[src/rtl/tx_packet_arbiter.sv]
// Round-robin arbiter that frames one requester's byte stream as header, payload and
// XOR-checksum trailer onto the single tx FIFO write port.
module tx_packet_arbiter #(
    parameter int         NREQ      = 3,
    parameter logic [5:0] HDR_TAG   = 6'b101010,
    parameter int         STALL_MAX = 1024
) (
    input  logic                clk,
    input  logic                rst_n,
    input  logic [NREQ-1:0]     req_valid,
    input  logic [8*NREQ-1:0]   req_data,
    input  logic [NREQ-1:0]     req_last,
    output logic [NREQ-1:0]     req_ready,
    output logic [7:0]          fifo_wdata,
    output logic                fifo_winc,
    input  logic                fifo_wfull,
    output logic                busy,
    output logic [1:0]          grant_id,
    output logic                err_timeout,
    input  logic                err_clear
);

    typedef enum logic [1:0] {
        ST_IDLE    = 2'd0,
        ST_HDR     = 2'd1,
        ST_PAYLOAD = 2'd2,
        ST_TRAILER = 2'd3
    } state_t;

    // Abort fires on the idle cycle that brings the count up to STALL_MAX.
    localparam logic [15:0] STALL_LIM  = 16'(STALL_MAX - 1);
    localparam logic [1:0]  LAST_RESET = 2'(NREQ - 1);

    function automatic logic [7:0] csum_step(input logic [7:0] acc, input logic [7:0] b);
        return acc ^ b;
    endfunction

    state_t      state_q, state_d;
    logic [7:0]  out_data_q, out_data_d;
    logic        out_valid_q, out_valid_d;
    logic [1:0]  last_grant_q, last_grant_d;
    logic [1:0]  grant_id_q, grant_id_d;
    logic [7:0]  checksum_q, checksum_d;
    logic [15:0] stall_q, stall_d;
    logic        aborted_q, aborted_d;
    logic        err_q, err_d;

    logic        load_ok_s;
    logic        sel_valid_s;
    logic        sel_last_s;
    logic [7:0]  sel_data_s;
    logic        xfer_s;
    logic [1:0]  pick_s;
    logic [NREQ-1:0] ready_s;

    assign fifo_winc   = out_valid_q & ~fifo_wfull & rst_n;
    assign fifo_wdata  = out_data_q;
    assign load_ok_s   = ~out_valid_q | fifo_winc;
    assign busy        = (state_q != ST_IDLE);
    assign grant_id    = grant_id_q;
    assign err_timeout = err_q;
    assign req_ready   = ready_s;
    assign xfer_s      = (state_q == ST_PAYLOAD) & sel_valid_s & load_ok_s;

    // Mux the granted requester's handshake and drive its ready.
    always_comb begin
        sel_valid_s = 1'b0;
        sel_last_s  = 1'b0;
        sel_data_s  = 8'h00;
        ready_s     = '0;
        for (int i = 0; i < NREQ; i++) begin
            sel_valid_s = sel_valid_s | (req_valid[i] & (grant_id_q == 2'(i)));
            sel_last_s  = sel_last_s  | (req_last[i]  & (grant_id_q == 2'(i)));
            sel_data_s  = sel_data_s  | (req_data[8*i +: 8] & {8{grant_id_q == 2'(i)}});
            ready_s[i]  = (state_q == ST_PAYLOAD) & (grant_id_q == 2'(i)) & load_ok_s & rst_n;
        end
    end

    // Round-robin pick: the nearest valid index after last_grant wins.
    always_comb begin
        int              idx;
        logic [NREQ-1:0] sh;
        pick_s = grant_id_q;
        idx    = 0;
        sh     = '0;
        for (int k = NREQ; k >= 1; k--) begin
            idx    = (int'(last_grant_q) + k) % NREQ;
            sh     = req_valid >> idx;
            pick_s = sh[0] ? 2'(idx) : pick_s;
        end
    end

    // Next-state, framing and output-register load.
    always_comb begin
        state_d      = state_q;
        out_data_d   = out_data_q;
        out_valid_d  = out_valid_q & ~fifo_winc;
        last_grant_d = last_grant_q;
        grant_id_d   = grant_id_q;
        checksum_d   = checksum_q;
        stall_d      = stall_q;
        aborted_d    = aborted_q;
        err_d        = err_q & ~err_clear;

        case (state_q)
            ST_IDLE: begin
                if (|req_valid) begin
                    grant_id_d = pick_s;
                    checksum_d = 8'h00;
                    stall_d    = 16'd0;
                    aborted_d  = 1'b0;
                    state_d    = ST_HDR;
                end else begin
                    state_d = ST_IDLE;
                end
            end
            ST_HDR: begin
                if (load_ok_s) begin
                    out_data_d  = {HDR_TAG, grant_id_q};
                    out_valid_d = 1'b1;
                    state_d     = ST_PAYLOAD;
                end else begin
                    state_d = ST_HDR;
                end
            end
            ST_PAYLOAD: begin
                if (xfer_s) begin
                    out_data_d  = sel_data_s;
                    out_valid_d = 1'b1;
                    checksum_d  = csum_step(checksum_q, sel_data_s);
                    stall_d     = 16'd0;
                    state_d     = sel_last_s ? ST_TRAILER : ST_PAYLOAD;
                end else if (!sel_valid_s) begin
                    if (stall_q == STALL_LIM) begin
                        err_d     = 1'b1;
                        aborted_d = 1'b1;
                        stall_d   = 16'd0;
                        state_d   = ST_TRAILER;
                    end else begin
                        stall_d = stall_q + 16'd1;
                    end
                end else begin
                    // Back-pressure from the FIFO is not a requester stall.
                    stall_d = stall_q;
                end
            end
            ST_TRAILER: begin
                if (load_ok_s) begin
                    out_data_d   = aborted_q ? csum_step(checksum_q, 8'hFF) : checksum_q;
                    out_valid_d  = 1'b1;
                    last_grant_d = grant_id_q;
                    state_d      = ST_IDLE;
                end else begin
                    state_d = ST_TRAILER;
                end
            end
            default: begin
                state_d = ST_IDLE;
            end
        endcase
    end

    // State and datapath registers with synchronous active-low reset.
    always_ff @(posedge clk) begin
        if (!rst_n) begin
            state_q      <= ST_IDLE;
            out_data_q   <= 8'h00;
            out_valid_q  <= 1'b0;
            last_grant_q <= LAST_RESET;
            grant_id_q   <= 2'd0;
            checksum_q   <= 8'h00;
            stall_q      <= 16'd0;
            aborted_q    <= 1'b0;
            err_q        <= 1'b0;
        end else begin
            state_q      <= state_d;
            out_data_q   <= out_data_d;
            out_valid_q  <= out_valid_d;
            last_grant_q <= last_grant_d;
            grant_id_q   <= grant_id_d;
            checksum_q   <= checksum_d;
            stall_q      <= stall_d;
            aborted_q    <= aborted_d;
            err_q        <= err_d;
        end
    end

endmodule

[config.mk]
export PLATFORM = sky130hd
export DESIGN_NAME = tx_packet_arbiter
export DESIGN_NICKNAME = d
export VERILOG_FILES = /design/src/rtl/tx_packet_arbiter.sv
export SDC_FILE = /design/constraint.sdc
export NUM_CORES = 1
export LEC_CHECK = 0
export BUFFER_PORTS_ARGS = -buffer_cell sky130_fd_sc_hd__buf_4
export CORE_UTILIZATION = 50
export DETAILED_ROUTE_END_ITERATION = 10
export PLACE_DENSITY_LB_ADDON = 0.05
export SYNTH_ARGS = -nofsm -noshare
export SYNTH_HDL_FRONTEND = slang
export SYNTH_SLANG_ARGS = --single-unit
[constraint.sdc]
create_clock -name clk -period 2.46 [get_ports clk]
set_input_delay 0.369 -clock clk [delete_from_list [all_inputs] [get_ports clk]]
set_output_delay 0.369 -clock clk [all_outputs]
set_load 0.03 [all_outputs]
# Word-level counts from Yosys, hierarchy flattened
# Index checks and enable logic that the tools add are counted.
# word_totals
ff_bits	41
inputBits	34
# classes
reduce_logical	15
shift	3
mux	36
n_bitwise	37
addsub	4
div_mod_pow	3
n_eq_ne	15
# ops
op	n
32-bit by 3-bit modulo with 32-bit output (second input constant)	3
3-bit by 32-bit right shift with 1-bit output	3
16-bit two-way mux	4
8-bit two-way mux	6
16-bit one-hot mux with 2 select lines	1
8-bit AND	3
8-bit one-hot mux with 3 select lines	1
1-bit AND	21
16-bit by 1-bit adder with 16-bit output (second input constant)	1
16-bit by 10-bit equality test with 1-bit output (second input constant)	1
2-bit two-way mux	8
8-bit bitwise OR	2
8-bit one-hot mux with 2 select lines	1
1-bit two-way mux	12
2-bit != test (second input constant)	6
3-bit AND reduction	3
8-bit inverter	1
2-bit one-hot mux with 4 select lines	1
8-bit bitwise XOR	1
2-bit by 2-bit adder with 3-bit output (second input constant)	2
2-bit equality test (second input constant)	3
3-bit nonzero test	2
1-bit bitwise OR	5
5-bit AND reduction	1
13 further kinds	21

# Logic depth before layout (Yosys ltp)
# depth
depth_word	8
depth_mapped	12
ltp_nobuf	12

# Least setup slack after synthesis
# No wires, ideal clock.
# synth_timing
path_type	register to register
from	register last_grant_q[0]
to	register grant_id_q[1], in the netlist grant_id[1]
stages_incl_launch_ff	12
t_required_ns	2.329
path_slack_ns	-0.090
t_arrival_ns	2.419
setup_ns	0.131
path_cell_list	dfxtp_1 inv_1 ha_1 clkbuf_1 nand3b_1 ha_1 nand3b_1 mux2i_1 nand2_1 a31oi_1 o2111a_1 a21oi_1
# synth_between
elab_chain_len	5
elab_cells_between_ends	14
classes_between	add/sub: 3; div: 3; shift: 3; mux: 3; reduce/logical: 2
# synth_lines
item	line_no	rtl
from (decl)	41	logic [1:0] last_grant_q, last_grant_d;
from (signal assigned)	179	last_grant_q <= last_grant_d;
2-bit by 2-bit adder with 3-bit output / 2-bit by 1-bit adder with 3-bit output (equally long branches)	87	idx = (int'(last_grant_q) + k) % NREQ;
32-bit by 3-bit modulo with 32-bit output	87	
3-bit by 32-bit right shift with 1-bit output / 2-bit two-way mux (equally long branches)	88, 89	
3-bit nonzero test (no source line) / 2-bit two-way mux (equally long branches)	-	
3-bit AND reduction (no source line) / 2-bit two-way mux (equally long branches)	-	
to (signal assigned)	180	grant_id_q <= grant_id_d;
to (decl)	42	logic [1:0] grant_id_q, grant_id_d;
# Several ways; a longest one is shown, not always the timed one. The select of a mux whose other input is x is not followed.
# A chain may end at the register's enable or synchronous reset.

# Worst setup path in the final report
# layout_timing
from	register state_q[1]
to	output port req_ready[1]
# layout_between
elab_chain_len	4
# layout_lines
item	line_no	rtl
from (decl)	38	state_t state_q, state_d;
from (signal assigned)	176	state_q <= state_d;
2-bit equality test	75	ready_s[i] = (state_q == ST_PAYLOAD) & (grant_id_q == 2'(i)) & load_ok_s & rst_n;
1-bit AND (3 in a row)	75	
to (decl)	13	output logic [NREQ-1:0] req_ready,
# Every way passes these cells.

==> flow_summary_export.csv <==
group,metric,value,unit
outcome,status,"completed",
place,portBuffers,49,
critical_path,cp_data_required_time,2.09,ns
die,io_pins,50,
grt,grt_usage,21.3,%
timing,hold_viol,0,
synthesis,synth_area_leaders,"dfxtp_1 31%, xor2_1 6.6%, nand2_1 5.9%, mux2i_1 5.6%, ha_1 4.7%",
timing,rsz0062_at_grt,"no",
synthesis,syn_area_per_cell,8.30,um^2
cts,cts-htree-levels,2,
timing,fin_crit,2.26,ns
layout,num-nets-final,413,
grt,grt_start_max_net_pins,23,
layout,final_util,63.6,%
critical_path,r2r_slack,0.21,ns
grt,grt_antenna_before_repair,0,
timing,slew_headroom,66.0,%
place,dpl_worst_slack,0.128,ns
layout,fillers,467,
cts,clk_pin_slew,0.08,ns
synthesis,async_reset_ff_share,0,%
die,die_area,5630,um^2
grt,grt_pass1_vias,2084,
synthesis,synth_cell_type_count,49,
cts,clock_sinks,41,
drt,vias_per_cell,5.29,
synthesis,syn_nets,365,
synthesis,synthTopCellsByCount,"42 x nand2_1, 41 x dfxtp_1, 23 x nor2_1",
synthesis,yosysTopAreaCellShare,30.8,%
timing,fin_skew,0.00437,ns
drt,first_pass_iters,4,
die,fp.dieH,75.0,um
min_path,holdPathStages,3,
synthesis,syn_area,2670,um^2
drt,drt_wl_total,5660,um
timing,fmax,442,MHz
power_and_ir_drop,p_leak,1.29,nW
cts,cts_max_path_buffers,2,
critical_path,cp_max_fo,7,
critical_path,worstSetupPathType,"reg2out",
critical_path,endpoint,"req_ready[1]",
critical_path,path_cells,"nor2b_1, a21boi_1, nand2_1, nor3b_1, buf_4",
synthesis,postSynthCellCount,321,
grt,grt_first_pass_wirelength,9340,um
grt,overflow,0,
cts,cts_tree,"built",
timing,drv_slew,0,
synthesis,ys.flop_type,"dfxtp_1",
place,hpwlAfterDp,4250,um
critical_path,r2r_cells,10,
timing,worstMarginPinSlew,0.509,ns
timing,timing.final.ws_setup,0.199,ns
layout,area_delta_synth_final,21.9,%
critical_path,r2r-end,"grant_id[1]$_SDFFE_PN0P_",
place,place_congestion,0.784,
die,dieWidth,75.0,um
timing,fin_crit_sh,91.9,%
critical_path,cpMaxStageDelayCell,"dfxtp_1",
critical_path,worstReg2RegStart,"last_grant_q[0]$_SDFFE_PN0P_",
power_and_ir_drop,powerDensity,921,nW/um^2
power_and_ir_drop,ir_drop,0.000617,V
die,start_util,52.2,%
critical_path,cp-start-kind,"register",
min_path,holdCritPathClass,"in2reg",
synthesis,ys_seq_area_share,30.8,%
drt,dr.first_iter.drc_count,97,
synthesis,ys_ff_latch,41,
die,core-area,5110,um^2
synthesis,yosys.area.top_type,"dfxtp_1",
cts,post_cts_resized,0,
layout,diodes,0,
place,placed_area,3120,um^2
synthesis,yosysWarningCount,0,
cts,cts_setup_buffers,0,
drt,route.detailed.drc,0,
synthesis,synth_most_common_cell,"nand2_1",
cts,cts-root-buf,"clkbuf_8",
drt,wl_per_cell,12.9,um
critical_path,worstSetupEndpointType,"primary output",
cts,ctsHoldBuffers,0,
drt,vias,2326,
timing,setup_violations,0,
critical_path,startpoint,"state_q[1]$_SDFFE_PN0P_",
run,max_cap_violations,0,
cts,clock_latency,0.29,ns
cts,cts_made_buffers,5,
layout,drive_above_1_share,24.9,%
drt,ant_nets,0,
synthesis,synth-edff-count,0,
timing,setup-tns-final,0,ns
critical_path,worst_path_largest_cell_delay,0.44,ns
layout,fin_area,3250,um^2
die,num_rows,26,
critical_path,crit_arrival,1.89,ns
-- through the flow --
stage                     instances  power [mW]  hold WS (ns)
final                           440        2.99         0.375
after global placement          432        2.40         0.454
after detailed placement        432        2.42         0.458
after global routing            440        3.20         0.376
after CTS                       440        2.99         0.370
after floorplan                 321        2.00         0.453
-- power by group --
| group | internal (mW) | total, mW | switching, mW | leakage [nW] |
|---|---|---|---|---|
| Combinational | 0.631 | 1.56 | 0.925 | 0.898 |
| Clock | 0.331 | 0.565 | 0.233 | 0.0585 |
| Sequential | 0.762 | 0.872 | 0.110 | 0.333 |
-- worst max-delay path, delay by kind of cell (launching register included) --
family                 cells  cell delay (ns)
AOI/OAI and AO/OA          1             0.31
buffers and inverters      1             0.19
DFF                        1             0.44
and+or+nand+nor            3             0.66
-- layout by cell type, fill, tap and decap left out, types with 4 or more instances in the layout --
cell type / instances
a21boi_0: 4
a21oi_1: 11
and2_1: 5
and3_1: 6
buf_4: 62
clkbuf_8: 6
dfxtp_1: 39
ha_1: 9
inv_1: 8
mux2i_1: 15
nand2_1: 42
nand3_1: 17
nand3b_1: 5
nand4_1: 4
nor2_1: 23
nor2_4: 10
nor2b_1: 5
o21ai_0: 21
xnor2_1: 9
xor2_1: 20
-- worst min-delay path by stage --
| stage | from | to |
|---|---|---|
| floorplan | stall_q[15]$_SDFFE_PN0P_ | stall_q[15]$_SDFFE_PN0P_ |
| global placement | fifo_wdata[2]$_SDFFE_PN0P_ | fifo_wdata[2]$_SDFFE_PN0P_ |
| detailed placement | fifo_wdata[4]$_SDFFE_PN0P_ | fifo_wdata[4]$_SDFFE_PN0P_ |
| CTS | rst_n | last_grant_q[1]$_SDFFE_PN1P_ |
| global route | rst_n | last_grant_q[1]$_SDFFE_PN1P_ |
| finish | err_clear | err_timeout$_SDFF_PN0_ |
-- metal layers --
layer / share of wire [%] / GRT usage, %
met3: 2.9 / 3.48
met1: 49 / 28.7
met4: 1.1 / 6.71
met5: 0 / 0
met2: 47 / 34.8
-- state kept, by name (all words and copies together) (netlist names) --
register      flops
aborted_q         1
fifo_wdata        8
grant_id          2
checksum_q        8
stall_q          16
out_valid_q       1
state_q           2
err_timeout       1
last_grant_q      2
-- cell families after synthesis --
kind of cell             after synthesis  share of synthesized area [%]
AND/OR/NAND/NOR                      133                           26.9
AO/OA/AOI/OAI                         61                           15.6
flip-flops                            41                           30.8
buffers and inverters                 30                           5.87
XOR/XNOR                              29                           9.53
multiplexers                          17                           6.57
adder cells (fa/ha/maj)               10                           4.69
-- final cells by class --
cell class                      instances  area (um^2)  share of cell area (%)
Tap cell                               70         87.6                    2.70
Clock inverter                          1         30.0                   0.924
Timing Repair Buffer                   63          485                    14.9
Multi-Input combinational cell        250         1710                    52.5
Sequential cell                        41          823                    25.3
Clock buffer                            7         86.3                    2.66
Inverter                                8         30.0                   0.924
No activity file was read; power rests on OpenSTA's default activity.
